$ cat config.mk
export PLATFORM = sky130hd
export DESIGN_NAME = adder_sub_module_flat
export DESIGN_NICKNAME = d
export VERILOG_FILES = /design/src/rtl/adder_sub_module_pkg.sv /design/src/rtl/adder_sub_module_if.sv /design/src/rtl/adder_sub_module.sv /design/src/flat_wrapper.sv
export SDC_FILE = /design/constraint.sdc
export NUM_CORES = 1
export LEC_CHECK = 0
export ABC_AREA = 1
export CAP_MARGIN = 25
export CORE_ASPECT_RATIO = 2
export CORE_MARGIN = 3
export CORE_UTILIZATION = 46
export DETAILED_ROUTE_END_ITERATION = 12
export PLACE_DENSITY_LB_ADDON = 0.25
export SYNTH_ARGS = -nofsm -noshare
export SYNTH_HDL_FRONTEND = slang
export SYNTH_SLANG_ARGS = --single-unit
$ cat constraint.sdc
create_clock -name clk -period 1.11 [get_ports clk]
set_clock_uncertainty 0.2 [all_clocks]
set_input_delay 0.1665 -clock clk [delete_from_list [all_inputs] [get_ports clk]]
set_output_delay 0.1665 -clock clk [all_outputs]
set_load 0.01 [all_outputs]
$ cat src/rtl/adder_sub_module_pkg.sv
// Shared definitions for the registered decimal-range adder:
// default widths, the two-state result FSM and the operand range check.
package adder_pkg;

  localparam int WIDTH       = 12;
  localparam int MAX_OPERAND = 999;

  typedef enum logic {
    IDLE = 1'b0,
    DONE = 1'b1
  } adder_state_t;

  function automatic logic operand_range_check(
    input logic [31:0] value,
    input logic [31:0] max_value
  );
    return (value <= max_value);
  endfunction

endpackage

$ cat src/rtl/adder_sub_module_if.sv
// Operand/result bundle between the operand-entry logic (master) and the adder (slave).
interface adder_sub_module_if #(
  parameter int WIDTH = adder_pkg::WIDTH
);

  logic [WIDTH-1:0] number1;
  logic [WIDTH-1:0] number2;
  logic             enable;
  logic [WIDTH-1:0] sum_result;
  logic             sum_state;

  modport master (
    output number1,
    output number2,
    output enable,
    input  sum_result,
    input  sum_state
  );

  modport slave (
    input  number1,
    input  number2,
    input  enable,
    output sum_result,
    output sum_state
  );

endinterface

$ cat src/rtl/adder_sub_module.sv
// Registered unsigned adder: on each enable edge latches number1+number2 and a
// valid flag, or clears both when an operand is out of range; holds otherwise.
module adder_sub_module #(
  parameter int WIDTH       = adder_pkg::WIDTH,
  parameter int MAX_OPERAND = adder_pkg::MAX_OPERAND
) (
  input  logic              clk,
  input  logic              reset,
  adder_sub_module_if.slave bus
);

  import adder_pkg::*;

  adder_state_t     state_q, state_d;
  logic [WIDTH-1:0] sum_result_q, sum_result_d;
  logic             sum_state_q, sum_state_d;

  logic             sum_carry;
  logic [WIDTH-1:0] sum_trunc;
  logic             operands_ok;

  assign {sum_carry, sum_trunc} = {1'b0, bus.number1} + {1'b0, bus.number2};

  assign operands_ok =
      operand_range_check(32'(bus.number1), 32'(MAX_OPERAND)) &&
      operand_range_check(32'(bus.number2), 32'(MAX_OPERAND));

  // A carry out can only occur if MAX_OPERAND is set too large for WIDTH;
  // such a result is not representable, so it is reported as invalid.
  always_comb begin
    state_d      = state_q;
    sum_result_d = sum_result_q;
    sum_state_d  = sum_state_q;
    if (bus.enable) begin
      if (operands_ok && !sum_carry) begin
        state_d      = DONE;
        sum_result_d = sum_trunc;
        sum_state_d  = 1'b1;
      end else begin
        state_d      = IDLE;
        sum_result_d = '0;
        sum_state_d  = 1'b0;
      end
    end
  end

  always_ff @(posedge clk or negedge reset) begin
    if (!reset) begin
      state_q      <= IDLE;
      sum_result_q <= '0;
      sum_state_q  <= 1'b0;
    end else begin
      state_q      <= state_d;
      sum_result_q <= sum_result_d;
      sum_state_q  <= sum_state_d;
    end
  end

  assign bus.sum_result = sum_result_q;
  assign bus.sum_state  = sum_state_q;

endmodule

$ cat src/flat_wrapper.sv
// flat-port wrapper written by rule: the top's interface ports become plain ports
module adder_sub_module_flat import adder_pkg::*;
#(
  parameter int WIDTH       = adder_pkg::WIDTH,
  parameter int MAX_OPERAND = adder_pkg::MAX_OPERAND
)
  (clk, reset, bus_number1, bus_number2, bus_enable, bus_sum_result, bus_sum_state);
  adder_sub_module_if #(.WIDTH(WIDTH)) bus_i ();
  input  logic clk;
  input  logic reset;
  input wire logic [$bits(bus_i.number1)-1:0] bus_number1;
  input wire logic [$bits(bus_i.number2)-1:0] bus_number2;
  input wire logic [$bits(bus_i.enable)-1:0] bus_enable;
  output wire logic [$bits(bus_i.sum_result)-1:0] bus_sum_result;
  output wire logic [$bits(bus_i.sum_state)-1:0] bus_sum_state;
  assign bus_i.number1 = bus_number1;
  assign bus_i.number2 = bus_number2;
  assign bus_i.enable = bus_enable;
  assign bus_sum_result = bus_i.sum_result;
  assign bus_sum_state = bus_i.sum_state;
  adder_sub_module #(.WIDTH(WIDTH), .MAX_OPERAND(MAX_OPERAND)) u_core (.clk(clk), .reset(reset), .bus(bus_i));
endmodule
Yosys cells after proc, flatten, opt, wreduce, memory -nomap -nowiden --
Cells that the tools add are included.
Cells by class: add/sub/neg operators 1, $lt $le $gt $ge 2, mux-type cells 2, reduce and logical (&&, ||, !) cells 3
Operators with widths (count):
- less-or-equal comparator 12 x 10 -> 1 bit (second input constant) | 2
- adder 12 x 12 -> 13 bit | 1
- two-way mux 12 bit | 1
- logical AND 1 bit | 2
- zero test 1 bit | 1
- two-way mux 1 bit | 1
Word-level totals: register bits 13, input bits 27, word-level logic and storage cells 10

Logic depth before layout (Yosys ltp) --
depth after elaboration 4, mapped depth 13, depth with buffers taken out 13

Worst setup path before layout --
Ideal clock, no wire load.
path kind input to register, start in bus_number2[0], end reg u_core.sum_result_q[10], in the netlist u_core.bus.sum_result[10], arrival 1401 ps, data required time 793 ps, setup slack -609 ps, stages 13, path buffers 0, path through ha_1 > inv_1 > fa_1 > inv_1 > nand2_1 > nand2_1 > nand3_1 > nand2_2 > nand2_2 > nand2_4 > inv_4 > nand3_1 > nand2_1
On the way: cells in the longest elaborated chain, start to end 4, elaborated cells on any way between the ends 6, those cells by class add/sub: 1; order compare: 1; mux: 1; reduce/logical: 3
Ends and longest elaborated chain:
- start: declaration | line flat_wrapper.sv:12 | input wire logic [$bits(bus_i.number2)-1:0] bus_number2;
- adder 12 x 12 -> 13 bit / less-or-equal comparator 12 x 10 -> 1 bit (equally long branches) | line adder_sub_module.sv:22, adder_sub_module_pkg.sv:17
- zero test 1 bit / logical AND 1 bit (equally long branches) | line adder_sub_module.sv:35, adder_sub_module.sv:25
- logical AND 1 bit | line adder_sub_module.sv:35 | if (operands_ok && !sum_carry) begin
- two-way mux 12 bit (*) | line adder_sub_module.sv:35
- end signal: assignment | line adder_sub_module.sv:54 | sum_result_q <= sum_result_d;
- end: declaration | line adder_sub_module.sv:15 | logic [WIDTH-1:0] sum_result_q, sum_result_d;
Mark *: on every way between the ends. The rest lies on a longest branch, timed or not. A chain may end at the register's enable or synchronous reset.

Final worst setup path --
start in bus_number1[10], end reg u_core.sum_result_q[11], in the netlist u_core.bus.sum_result[11]
On the way: cells in the longest elaborated chain, start to end 4, elaborated cells on any way between the ends 6, those cells by class add/sub: 1; order compare: 1; mux: 1; reduce/logical: 3
Ends and longest elaborated chain:
- start: declaration | line flat_wrapper.sv:11 | input wire logic [$bits(bus_i.number1)-1:0] bus_number1;
- adder 12 x 12 -> 13 bit / less-or-equal comparator 12 x 10 -> 1 bit (equally long branches) | line adder_sub_module.sv:22, adder_sub_module_pkg.sv:17
- zero test 1 bit / logical AND 1 bit (equally long branches) | line adder_sub_module.sv:35, adder_sub_module.sv:25
- logical AND 1 bit | line adder_sub_module.sv:35
- two-way mux 12 bit (*) | line adder_sub_module.sv:35
Marks and branches as above.

==> results.yml <==
status:
  status: "complete, but fails checks"
  violations: "setup timing"
worst_setup_path:
  crit_type: "input pin to register"
  critPathCaptureType: "register"
  r2r_end: "u_core.bus.sum_result[2]$_DFFE_PN0P_"
  r2r_cells: 4
  rrSetupSlack_ns: 0.01
  cp.required_ns: 1.05
  crit_fanout: 4
  worstSetupStartpointType: "input pin"
  reg2reg_from: "u_core.bus.sum_result[2]$_DFFE_PN0P_"
  critPathArrivalTime_ns: 1.56
routing:
  dr_total_vias: 1625
  wl_per_cell_um: 14.5
  drtIter0Drc: 59
  drc: 0
  drt_wl_total_mm: 4.55
  ant_nets: 0
  dr.pass1.iters: 4
  via_per_inst: 5.18
power_and_ir_drop:
  power_leakage_uw: 0.00125
  p_clk_frac: 0.250
  p_comb_frac: 0.465
  power.internal_uw: 1120
  ir_drop_uv: 503
  power_frac_seq: 0.285
  power.switching_uw: 600
  swShare: 0.349
  p_per_area_mw_per_mm2: 786
timing:
  finalHoldViolations: 0
  worst_pin_slew_ns: 0.191
  relSlewSlack: 0.872
  worst_slack_ns: -0.504
  rsz0062_at_grt: "yes"
  final_max_slew_viol_count: 0
  tns_ns: -5.86
  fmax_ghz: 0.619
  setup_viol_count_final: 26
  post-route-period-util: 1.45
  period_minus_slack_ns: 1.61
synth:
  synth.yosys.seq_area_share: 0.257
  ys_seq_elements: 13
  syn_area_mm2: 0.00127
  ys_types: 24
  synth_cells: 202
  avgSynthCellArea_um2: 6.27
  syn_nets: 242
  yosys_warnings: 0
grt:
  grt_max_degree: 14
  grt_pass1_wl_mm: 7.14
  track_usage: 0.277
  overflow: 0
  grt_pass1_vias: 1683
  antenna_found_initial: 0
run:
  max_cap_viol_count: 0
finish:
  n_fill_cell: 151
  drive_gt1_frac: 0.416
  diodes: 0
  syn_to_final_growth_pct: 73.0
  final_cell_count_no_fill: 314
  nets: 327
  stdcell_area_mm2: 0.00219
clock_network:
  cts_sinks: 13
  cts_tree: "yes"
  clk_latency_ns: 0.25
  clockRootBuffer: "clkbuf_8"
  cts_max_level: 1
  cts_max_path_buffers: 2
  cts-buffers-inserted: 3
  clk_pin_slew_ns: 0.05
die:
  start_util: 0.487
  placementRows: 26
  fp.dieW_um: 43.1
  fp.dieArea_mm2: 0.00346
  pin_count: 40
  die_h_um: 80.2
  coreArea_mm2: 0.00260
placement:
  place_congestion: 0.955
  postPlaceCellArea_mm2: 0.00191
  dp.cells: 294
  numPortBuffers: 39
  place.detailed.hpwl_mm: 3.07
  pre_cts_slack_ns: -1.14
worst_hold_path:
  min_path_type: "input pin to async pin"
## power groups by stage
stage / Sequential [uW] / Clock (uW) / Combinational, uW
2_1_floorplan: 503 / 0 / 324
3_3_place_gp: 498 / 0 / 635
3_5_place_dp: 499 / 0 / 651
4_1_cts: 490 / 422 / 730
5_1_grt: 491 / 466 / 874
6_report: 490 / 431 / 801
## layout make-up
cell class	instances	area, um2	share of cell area
inverter	34	135	0.0617
sequential	13	325	0.148
tap	28	35.0	0.0160
timing repair buffer	81	618	0.282
clock buffer	4	45.0	0.0206
multi-input combinational	154	1030	0.471
## worst max-delay path: stages
cell	delay (ns)
dlygate4sd2_1	0.25
ha_1	0.31
buf_4	0.16
nand2_1	0.11
inv_1	0.07
a21oi_2	0.18
nand4_1	0.15
nand3_2	0.11
nand2_2	0.05
## worst max-delay path by stage
stage	start	to	slack, ns	cells after the start
CTS	bus_number1[0]	u_core.bus.sum_result[7]$_DFFE_PN0P_	-0.47	14
detailed placement	bus_number2[0]	u_core.bus.sum_result[5]$_DFFE_PN0P_	-1.14	14
floorplan	bus_number2[0]	u_core.bus.sum_result[0]$_DFFE_PN0P_	-0.51	13
finish	bus_number1[10]	u_core.bus.sum_result[11]$_DFFE_PN0P_	-0.50	9
global placement	bus_number2[0]	u_core.bus.sum_result[8]$_DFFE_PN0P_	-1.08	14
global route	bus_number2[8]	u_core.bus.sum_result[11]$_DFFE_PN0P_	-0.58	10
## kinds of logic after synthesis
| logic type | share of synthesized area |
|---|---|
| XOR/XNOR | 0.0415 |
| adder cells (fa/ha/maj) | 0.134 |
| AND/OR/NAND/NOR | 0.423 |
| flip-flops | 0.257 |
| AO/OA/AOI/OAI | 0.0385 |
| buffers and inverters | 0.106 |
## registers in the layout, summed over array words and instances, names as in the netlist
name / flops
u_core.bus.sum_result: 12
u_core.bus.sum_state: 1
## layer usage
layer	routed length (um)	share of wire	vias up	track usage
li1	-	-	791	-
met1	1470	0.32	740	0.232
met3	182	0.040	23	0.0516
met2	2620	0.58	71	0.510
met5	0	0	-	0
met4	274	0.060	0	0.254
## per-stage QoR
stage	power [uW]	util	hold slack, ns
final	1720	0.842	0.0217
after global routing	1830	0.842	0.0262
after CTS	1640	0.802	0.0328
after global placement	1130	0.733	0.264
after detailed placement	1150	0.733	0.267
after floorplan	827	-	-0.329
## synthesized netlist by cell type
| cell | count | area [um2] |
|---|---|---|
| nand2_1 | 84 | 315 |
| inv_1 | 32 | 120 |
| nor2_1 | 16 | 60.1 |
| dfrtp_1 | 13 | 325 |
| nand3_1 | 13 | 65.1 |
| ha_1 | 12 | 150 |
| a21oi_1 | 4 | 20.0 |
| o21ai_0 | 4 | 20.0 |
| xor2_1 | 4 | 35.0 |
| nand2_2 | 3 | 18.8 |
| nand4_1 | 3 | 18.8 |
| xnor2_1 | 2 | 17.5 |
| and2_1 | 1 | 6.26 |
| clkbuf_1 | 1 | 3.75 |
| fa_1 | 1 | 20.0 |
| inv_2 | 1 | 3.75 |
| inv_4 | 1 | 6.26 |
| nand2_4 | 1 | 11.3 |
| nand3_2 | 1 | 10.0 |
| nand3b_1 | 1 | 7.51 |
| nor2_4 | 1 | 11.3 |
| nor3_1 | 1 | 5.00 |
| o21ai_2 | 1 | 8.76 |
| or2_0 | 1 | 6.26 |
## layout by cell type, fill, tap and decap left out, types with 4 or more instances in the layout
master | netlist | layout
buf_2 | 0 | 14
buf_4 | 0 | 40
dfrtp_1 | 13 | 13
dlygate4sd2_1 | 0 | 17
ha_1 | 12 | 4
ha_4 | 0 | 8
inv_1 | 32 | 29
inv_2 | 1 | 4
nand2_1 | 84 | 65
nand2_2 | 3 | 21
nand3_1 | 13 | 8
nand3_2 | 1 | 6
nor2_1 | 16 | 11
nor2_2 | 0 | 5
## timing repair
action                                  CTS  global route
pin swaps                                25            15
hold buffers                              0             0
gates resized for setup                 117            26
buffers inserted                          8             8
endpoints found under the setup margin   26            26
(Power assumes the default switching activity.)
